[src/rtl/ula_if.sv]
// Request/response bundle for the sequential ALU: operands and op code in,
// handshake, results and status flags out.
interface ula_if #(
    parameter int WIDTH = 8
);
    logic             start;
    logic [WIDTH-1:0] a;
    logic [WIDTH-1:0] b;
    logic [2:0]       sel_op;
    logic             busy;
    logic             done;
    logic [WIDTH-1:0] resultado_ula;
    logic [WIDTH-1:0] resultado_alto;
    logic             flag_zero;
    logic             flag_negativo;
    logic             flag_carry;
    logic             flag_overflow;
    logic             flag_div_zero;

    modport master (
        output start, a, b, sel_op,
        input  busy, done, resultado_ula, resultado_alto,
        input  flag_zero, flag_negativo, flag_carry, flag_overflow, flag_div_zero
    );

    modport slave (
        input  start, a, b, sel_op,
        output busy, done, resultado_ula, resultado_alto,
        output flag_zero, flag_negativo, flag_carry, flag_overflow, flag_div_zero
    );
endinterface

[src/rtl/ula_nbits_seq.sv]
// Sequential WIDTH-bit ALU: shift-add multiply, restoring divide, registered flags.
// Define ULA_DIV_EN to build the divider; without it op 3 returns zero in one step.
module ula_nbits_seq #(
    parameter int WIDTH = 8
) (
    input logic   clk,
    input logic   rst_n,
    ula_if.slave  bus
);
    localparam int CW  = $clog2(WIDTH + 1);
    localparam int MSB = WIDTH - 1;

    typedef enum logic [1:0] {IDLE, EXEC, MULT, DIV} state_t;

    state_t             state;
    logic [WIDTH-1:0]   a_r;
    logic [WIDTH-1:0]   b_r;
    logic [2:0]         op_r;
    logic [2*WIDTH-1:0] acc;
    logic [CW-1:0]      cnt;

    logic               busy_r;
    logic               done_r;
    logic [WIDTH-1:0]   lo_r;
    logic [WIDTH-1:0]   hi_r;
    logic               zero_r;
    logic               neg_r;
    logic               carry_r;
    logic               ovf_r;
    logic               dz_r;

    // Single-step operations, evaluated from the latched operands.
    logic [WIDTH:0]     add_w;
    logic [WIDTH:0]     sub_w;
    logic [WIDTH-1:0]   ex_lo;
    logic [WIDTH-1:0]   ex_hi;
    logic               ex_c;
    logic               ex_v;
    logic               ex_dz;

    assign add_w = {1'b0, a_r} + {1'b0, b_r};
    assign sub_w = {1'b0, a_r} - {1'b0, b_r};

    always_comb begin
        ex_lo = '0;
        ex_hi = '0;
        ex_c  = 1'b0;
        ex_v  = 1'b0;
        ex_dz = 1'b0;
        case (op_r)
            3'd0: begin
                ex_lo = add_w[WIDTH-1:0];
                ex_c  = add_w[WIDTH];
                ex_v  = (a_r[MSB] == b_r[MSB]) && (add_w[MSB] != a_r[MSB]);
            end
            3'd1: begin
                ex_lo = sub_w[WIDTH-1:0];
                ex_c  = sub_w[WIDTH];
                ex_v  = (a_r[MSB] != b_r[MSB]) && (sub_w[MSB] != a_r[MSB]);
            end
            3'd3: begin
`ifdef ULA_DIV_EN
                // Only divide-by-zero reaches the single-step path.
                if (b_r == '0) begin
                    ex_lo = '1;
                    ex_hi = a_r;
                    ex_dz = 1'b1;
                end
`endif
            end
            3'd4: ex_lo = a_r & b_r;
            3'd5: ex_lo = a_r | b_r;
            3'd6: ex_lo = a_r ^ b_r;
            3'd7: ex_lo = ~a_r;
            default: ;
        endcase
    end

    // Shift-add: acc = {partial product, remaining multiplier bits}.
    logic [WIDTH:0]     mul_sum;
    logic [2*WIDTH-1:0] mul_next;

    assign mul_sum  = {1'b0, acc[2*WIDTH-1:WIDTH]} +
                      (acc[0] ? {1'b0, a_r} : {(WIDTH+1){1'b0}});
    assign mul_next = {mul_sum, acc[WIDTH-1:1]};

`ifdef ULA_DIV_EN
    // Restoring divide: acc = {remainder, dividend shifting into quotient}.
    logic [WIDTH:0]     div_sh;
    logic [WIDTH:0]     div_tr;
    logic [2*WIDTH-1:0] div_next;

    assign div_sh   = {acc[2*WIDTH-1:WIDTH], acc[WIDTH-1]};
    assign div_tr   = div_sh - {1'b0, b_r};
    assign div_next = div_tr[WIDTH] ? {div_sh[WIDTH-1:0], acc[WIDTH-2:0], 1'b0}
                                    : {div_tr[WIDTH-1:0], acc[WIDTH-2:0], 1'b1};
`endif

    logic               fin;
    logic [WIDTH-1:0]   fin_lo;
    logic [WIDTH-1:0]   fin_hi;
    logic               fin_c;
    logic               fin_v;
    logic               fin_dz;

    always_comb begin
        fin    = 1'b0;
        fin_lo = ex_lo;
        fin_hi = ex_hi;
        fin_c  = ex_c;
        fin_v  = ex_v;
        fin_dz = ex_dz;
        case (state)
            EXEC: fin = 1'b1;
            MULT: begin
                fin    = (cnt == CW'(WIDTH));
                fin_lo = acc[WIDTH-1:0];
                fin_hi = acc[2*WIDTH-1:WIDTH];
                fin_c  = |acc[2*WIDTH-1:WIDTH];
                fin_v  = 1'b0;
                fin_dz = 1'b0;
            end
            DIV: begin
                fin    = (cnt == CW'(WIDTH));
                fin_lo = acc[WIDTH-1:0];
                fin_hi = acc[2*WIDTH-1:WIDTH];
                fin_c  = 1'b0;
                fin_v  = 1'b0;
                fin_dz = 1'b0;
            end
            default: ;
        endcase
    end

    always_ff @(posedge clk or negedge rst_n) begin
        if (!rst_n) begin
            state   <= IDLE;
            a_r     <= '0;
            b_r     <= '0;
            op_r    <= '0;
            acc     <= '0;
            cnt     <= '0;
            busy_r  <= 1'b0;
            done_r  <= 1'b0;
            lo_r    <= '0;
            hi_r    <= '0;
            zero_r  <= 1'b0;
            neg_r   <= 1'b0;
            carry_r <= 1'b0;
            ovf_r   <= 1'b0;
            dz_r    <= 1'b0;
        end else begin
            done_r <= 1'b0;
            case (state)
                IDLE: begin
                    if (bus.start) begin
                        a_r    <= bus.a;
                        b_r    <= bus.b;
                        op_r   <= bus.sel_op;
                        cnt    <= '0;
                        busy_r <= 1'b1;
                        if (bus.sel_op == 3'd2) begin
                            acc   <= {{WIDTH{1'b0}}, bus.b};
                            state <= MULT;
`ifdef ULA_DIV_EN
                        end else if (bus.sel_op == 3'd3 && bus.b != '0) begin
                            acc   <= {{WIDTH{1'b0}}, bus.a};
                            state <= DIV;
`endif
                        end else begin
                            state <= EXEC;
                        end
                    end
                end
                MULT: begin
                    if (!fin) begin
                        acc <= mul_next;
                        cnt <= cnt + 1'b1;
                    end
                end
                DIV: begin
`ifdef ULA_DIV_EN
                    if (!fin) begin
                        acc <= div_next;
                        cnt <= cnt + 1'b1;
                    end
`else
                    state  <= IDLE;
                    busy_r <= 1'b0;
`endif
                end
                default: ;
            endcase

            // Results and flags move only on the done edge.
            if (fin) begin
                state   <= IDLE;
                busy_r  <= 1'b0;
                done_r  <= 1'b1;
                lo_r    <= fin_lo;
                hi_r    <= fin_hi;
                zero_r  <= (fin_lo == '0);
                neg_r   <= fin_lo[MSB];
                carry_r <= fin_c;
                ovf_r   <= fin_v;
                dz_r    <= fin_dz;
            end
        end
    end

    assign bus.busy           = busy_r;
    assign bus.done           = done_r;
    assign bus.resultado_ula  = lo_r;
    assign bus.resultado_alto = hi_r;
    assign bus.flag_zero      = zero_r;
    assign bus.flag_negativo  = neg_r;
    assign bus.flag_carry     = carry_r;
    assign bus.flag_overflow  = ovf_r;
    assign bus.flag_div_zero  = dz_r;
endmodule

[src/flat_wrapper.sv]
// flat-port wrapper written by rule: the top's interface ports become plain ports
module ula_nbits_seq_flat 
#(
    parameter int WIDTH = 8
)
  (clk, rst_n, bus_start, bus_a, bus_b, bus_sel_op, bus_busy, bus_done, bus_resultado_ula, bus_resultado_alto, bus_flag_zero, bus_flag_negativo, bus_flag_carry, bus_flag_overflow, bus_flag_div_zero);
  ula_if #(.WIDTH(WIDTH)) bus_i ();
  input logic clk;
  input logic rst_n;
  input wire logic [$bits(bus_i.start)-1:0] bus_start;
  input wire logic [$bits(bus_i.a)-1:0] bus_a;
  input wire logic [$bits(bus_i.b)-1:0] bus_b;
  input wire logic [$bits(bus_i.sel_op)-1:0] bus_sel_op;
  output wire logic [$bits(bus_i.busy)-1:0] bus_busy;
  output wire logic [$bits(bus_i.done)-1:0] bus_done;
  output wire logic [$bits(bus_i.resultado_ula)-1:0] bus_resultado_ula;
  output wire logic [$bits(bus_i.resultado_alto)-1:0] bus_resultado_alto;
  output wire logic [$bits(bus_i.flag_zero)-1:0] bus_flag_zero;
  output wire logic [$bits(bus_i.flag_negativo)-1:0] bus_flag_negativo;
  output wire logic [$bits(bus_i.flag_carry)-1:0] bus_flag_carry;
  output wire logic [$bits(bus_i.flag_overflow)-1:0] bus_flag_overflow;
  output wire logic [$bits(bus_i.flag_div_zero)-1:0] bus_flag_div_zero;
  assign bus_i.start = bus_start;
  assign bus_i.a = bus_a;
  assign bus_i.b = bus_b;
  assign bus_i.sel_op = bus_sel_op;
  assign bus_busy = bus_i.busy;
  assign bus_done = bus_i.done;
  assign bus_resultado_ula = bus_i.resultado_ula;
  assign bus_resultado_alto = bus_i.resultado_alto;
  assign bus_flag_zero = bus_i.flag_zero;
  assign bus_flag_negativo = bus_i.flag_negativo;
  assign bus_flag_carry = bus_i.flag_carry;
  assign bus_flag_overflow = bus_i.flag_overflow;
  assign bus_flag_div_zero = bus_i.flag_div_zero;
  ula_nbits_seq #(.WIDTH(WIDTH)) u_core (.clk(clk), .rst_n(rst_n), .bus(bus_i));
endmodule
[config.mk]
export PLATFORM = sky130hd
export DESIGN_NAME = ula_nbits_seq_flat
export DESIGN_NICKNAME = d
export VERILOG_FILES = /design/src/rtl/ula_if.sv /design/src/rtl/ula_nbits_seq.sv /design/src/flat_wrapper.sv
export SDC_FILE = /design/constraint.sdc
export NUM_CORES = 1
export LEC_CHECK = 0
export CAP_MARGIN = 20
export CORE_MARGIN = 8
export CORE_UTILIZATION = 58
export CTS_CLUSTER_SIZE = 28
export DETAILED_ROUTE_END_ITERATION = 10
export PLACE_DENSITY = 0.78
export SYNTH_ARGS = -nofsm -noshare
export SYNTH_HDL_FRONTEND = slang
export SYNTH_SLANG_ARGS = --single-unit
[constraint.sdc]
create_clock -name clk -period 3 [get_ports clk]
set_input_delay 0.6 -clock clk [delete_from_list [all_inputs] [get_ports clk]]
set_output_delay 0.6 -clock clk [all_outputs]
set_load 0.03 [all_outputs]
# == Word level (Yosys, flattened, before mapping) ==
# Index checks and enable logic that the tools add are counted.
# word_totals
reg_bits,63
word_cells,77
out_inout_bits,23
# classes
n_addsub,4
n_bitwise,4
reduce_logical,13
n_eq_ne,18
muxes,24
# ops
op,n
2-to-1 mux 16 bit,3
one-hot mux 8 bit (6 select lines),1
one-hot mux 16 bit (2 select lines),1
2-to-1 mux 8 bit,3
"equality test 3 bit, second input constant",4
one-hot mux 1 bit (2 select lines),5
adder 8 x 8 -> 9 bit,1
adder 8 x 9 -> 9 bit,1
subtractor 8 x 8 -> 9 bit,1
bitwise AND 8 bit,1
logical NOT 8 bit,1
2-to-1 mux 4 bit,2
inverter 8 bit,1
OR 8 bit,1
one-hot mux 4 bit (2 select lines),1
OR reduction 8 bit,1
XOR 8 bit,1
2-to-1 mux 2 bit,3
"adder 4 x 1 -> 4 bit, second input constant",1
"equality test 2 bit, second input constant",2
"equality test 4 bit, second input constant",1
2-to-1 mux 1 bit,4
"inequality test 2 bit, second input constant",2
one-hot mux 2 bit (2 select lines),1
16 further kinds,20

# == Longest topological paths before layout ==
# logic_depth
ltp_word,5
depth_mapped,10
ltp_nobuf,10

# == Least setup slack after synthesis ==
# No wires, ideal clock.
# synth_timing
path_type,reg2reg
from,reg u_core.a_r[1]
to,reg u_core.neg_r (netlist: u_core.bus.flag_negativo)
path_slack_ps,593
n_path_buf,0
path_stages_with_launch,10
synth_period_minus_slack_ps,2407
required_time_ps,2872
arrival_time_ps,2279
setup_ps,128
cell_sequence,dfrtp_1 -> inv_1 -> ha_1 -> nor3_1 -> a211o_1 -> a221o_1 -> a221oi_4 -> xnor2_1 -> o21ai_2 -> mux2_1
# synth_via
elab_chain_cells,3
word_cells_on_any_way,4
classes_between,add/sub: 2; mux: 2
# synth_lines
item,line,text
"start, declared",ula_nbits_seq.sv:16,logic [WIDTH-1:0] a_r;
"start signal, assigned",ula_nbits_seq.sv:157,a_r <= bus.a;
subtractor 8 x 8 -> 9 bit / adder 8 x 8 -> 9 bit (equally long branches),"ula_nbits_seq.sv:42, ula_nbits_seq.sv:41",
one-hot mux 8 bit (6 select lines) *,ula_nbits_seq.sv:50,case (op_r)
2-to-1 mux 8 bit *,ula_nbits_seq.sv:113,case (state)
"end signal, assigned",ula_nbits_seq.sv:203,neg_r <= fin_lo[MSB];
"end, declared",ula_nbits_seq.sv:27,logic neg_r;
# Every way passes the cells marked *; elsewhere a longest branch is shown, timed or not.
# A chain may end at the register's enable or synchronous reset.

# == Final worst setup path ==
# layout_timing
from,reg u_core.a_r[0]
to,reg u_core.zero_r (netlist: u_core.bus.flag_zero)
# layout_via
elab_chain_cells,4
word_cells_on_any_way,9
classes_between,add/sub: 2; mux: 2; bitwise: 4; reduce/logical: 1
# layout_lines
item,line,text
subtractor 8 x 8 -> 9 bit (tied with other cells),ula_nbits_seq.sv:42,"assign sub_w = {1'b0, a_r} - {1'b0, b_r};"
one-hot mux 8 bit (6 select lines) *,ula_nbits_seq.sv:50,
2-to-1 mux 8 bit *,ula_nbits_seq.sv:113,
logical NOT 8 bit *,ula_nbits_seq.sv:202,zero_r <= (fin_lo == '0);
"end signal, assigned",ula_nbits_seq.sv:202,
"end, declared",ula_nbits_seq.sv:26,logic zero_r;
# Marked as above.

==> flow_metrics.tcl <==
set metrics [dict create \
    grt_use_total_pct 22.1 \
    regToRegSetupSlack_ps 170 \
    period_minus_slack_ps 2830 \
    drtPass1Iterations 5 \
    power.density_nw_per_um2 1190 \
    syn_area_per_cell_um2 9.32 \
    post-cts-setup-buffers 0 \
    worst-path-stages 10 \
    async_flop_share_pct 100 \
    synth_nets 519 \
    setup_viol 0 \
    drv_cap 0 \
    fmax_mhz 353 \
    syn-cell-area_um2 4260 \
    clock_latency_ps 340 \
    max_slew.worst_pin.slew_ps 792 \
    ys_ff_latch 62 \
    vias_per_cell 5.97 \
    final_util_pct 69.3 \
    synthCells 457 \
    htree_levels 3 \
    drive_above_1_share_pct 11.9 \
    crit_type "flop to flop" \
    fin_nets 560 \
    place.gp.congestion 0.915 \
    cts-root-buf "clkbuf_8" \
    fin_hold_ws_ps 257 \
    r2r-start "u_core.a_r[0]" \
    hold_buffers 0 \
    critPathMaxStageDelay_ps 490 \
    drtAntennaViolNets 0 \
    end_kind "flop" \
    wl_um 10800 \
    die_height_um 102 \
    slew_headroom_pct 47.2 \
    ys_seq_area_share_pct 36.4 \
    initial_core_util_pct 59.4 \
    finalCritPeriodShare_pct 94.4 \
    coreArea_um2 7180 \
    path_common_cell "and3_1" \
    ios 45 \
    diodes 0 \
    grt-ovfl-total 0 \
    setup_tns_ps 0 \
    critPathMaxFanout 5 \
    grt_start_max_net_pins 31 \
    drt_iter0_drc 311 \
    cts_tree "built" \
    power.leakage_nw 2.23 \
    worst-path-buf-inv 1 \
    die_area_um2 10300 \
    yosysWarnings 0 \
    dr_total_vias 3593 \
    cts_buffers 9 \
    io_buffers 43 \
    grt_pass1_wl_um 17900 \
    crit_arrival_ps 3080 \
    area_growth_pct 16.8 \
    cts_resized 0 \
    antenna_found_initial 0 \
    hold_viol_final 0 \
    die_w_um 102 \
    startpoint_type "flop" \
    place_hpwl_um 8040 \
    min_path_type "input pin to asynchronous set/reset pin" \
    rsz0062_at_grt "false" \
    skew_ps 13.6 \
    cts.sink_count 62 \
    cts_max_path_buffers 2 \
    max-vdd-ir-drop_mv 0.607 \
    wl_per_cell_um 17.9 \
    synthFlopType "dfrtp_1" \
    grt_pass1_vias 3646 \
    crit_path_start "u_core.a_r[0]" \
    cts.clk_slew.worst_paths_ps 80 \
    slowest_stage "fa_1" \
    outcome "completed" \
    reg2regPathDepth 10 \
    critPathRequiredTime_ps 3250 \
    num_rows 31 \
    slew_viol_final 0 \
    synth_edf_count 0 \
    crit_chain "inv_1 > ha_1 > fa_1 > mux2_2 > o221ai_1 > and3_1 > a211oi_1 > and3_1 > nand4_1 > o31ai_1" \
    drc_errors 0 \
    crit_family "adder cells" \
    netlist-cell-type-count 59 \
]
[synth_stat cells, drive strengths merged (3+ instances only)]
cell     instances  share of area, %
dfrtp           62                36
nand2           41               3.6
ha              37                11
inv             35               3.1
nor2            34               3.0
a21oi           26               3.1
o21ai           25               3.0
mux2            22               5.8
mux2i           19               4.5
buf             14               1.8
clkbuf          11              0.97
and2            10               1.5
nand3           10               1.2
nor3             9               1.1
o31ai            9               1.6
xnor2            7               1.4
a31oi            6              0.88
a211o            5               1.0
a22o             5               1.0
xor2             5               1.0
nand2b           4              0.59
o2111ai          4              0.82
a211oi           3              0.53
a21o             3              0.53
a22oi            3              0.53
fa               3               1.4
nor2b            3              0.44
nor3b            3              0.53
o21bai           3              0.53
o22ai            3              0.44
[layer usage]
layer | track usage [%] | part of all wire (%) | up-vias
met2 | 36.1 | 47 | 146
li1 | - | - | 1696
met1 | 28.1 | 44 | 1720
met3 | 3.99 | 6.5 | 31
met5 | 0 | 0 | -
met4 | 8.82 | 2.9 | 0
[cells in the final DEF (no fill, tap or decap), types with 3 or more instances in the layout]
cell type        count
dfrtp_1             62
clkdlybuf4s50_1     42
nand2_1             41
ha_1                37
inv_1               35
nor2_1              34
a21oi_1             25
o21ai_0             23
mux2_2              21
mux2i_1             19
buf_4               11
and2_1              10
nand3_1             10
nor3_1               9
o31ai_1              9
clkbuf_8             9
xnor2_1              7
a31oi_1              6
a211o_1              5
xor2_1               5
a22o_1               5
nand2b_1             4
o2111ai_1            4
o21bai_1             3
a211oi_1             3
nor3b_1              3
a22oi_1              3
nor2b_1              3
a21o_1               3
o22ai_1              3
fa_1                 3
clkinvlp_4           3
[registers in the layout, indices dropped and copies added, names as in the netlist, 2 cells and up]
signal and flops:
u_core.acc 16, u_core.a_r 8, u_core.cnt 4, u_core.state 2, u_core.b_r 8, u_core.op_r 3, u_core.bus.resultado_alto 8, u_core.bus.resultado_ula 7
[report_power, final]
group	switching [mW]	leakage [nW]	internal (mW)	total [mW]
clock network	0.354	0.0816	0.300	0.654
registers	0.396	0.778	1.13	1.53
logic	2.14	1.37	1.60	3.74
[path summary, 6_finish.rpt]
kind,end
setup / recovery,u_core.bus.flag_zero
max in group asynchronous,u_core.b_r[3]
min in group clk,u_core.bus.resultado_alto[7]
setup reg to reg,u_core.bus.flag_zero
hold reg to reg,u_core.bus.resultado_alto[7]
hold / removal,u_core.bus.resultado_alto[6]
[area by class of cell]
type,instances,area (um^2)
flip-flops and latches,62,1550
well taps,99,124
clock buffers,9,124
clock inverters,7,50.0
repair buffers,55,528
inverters,36,135
multi-input cells,334,2460
fillers,574,2200
[metrics by stage]
stage	instance area, um^2	power (mW)	setup WS [ps]	cells
3_5_place_dp	4800	5.19	267	586
4_1_cts	4970	5.88	220	602
2_1_floorplan	4260	4.18	593	457
6_report	4970	5.93	167	602
3_3_place_gp	4800	5.07	301	586
5_1_grt	4970	6.36	26.2	602
[kinds of logic after synthesis]
family / share of synthesized area [%]
simple gates: 13.7
compound gates: 18.2
flops: 36.4
buf+inv: 5.93
mux: 10.8
fa+ha+maj: 12.3
xor+xnor: 2.47
other cells: 0.0880
[worst register-to-register path, cell delays in order, from the launching register on]
cell,delay (ps)
dfrtp_1,470
inv_1,130
ha_1,240
fa_1,490
mux2_2,140
o221ai_1,110
and3_1,230
a211oi_1,340
and3_1,260
nand4_1,110
o31ai_1,230
Power figures use the tool's default switching activity.
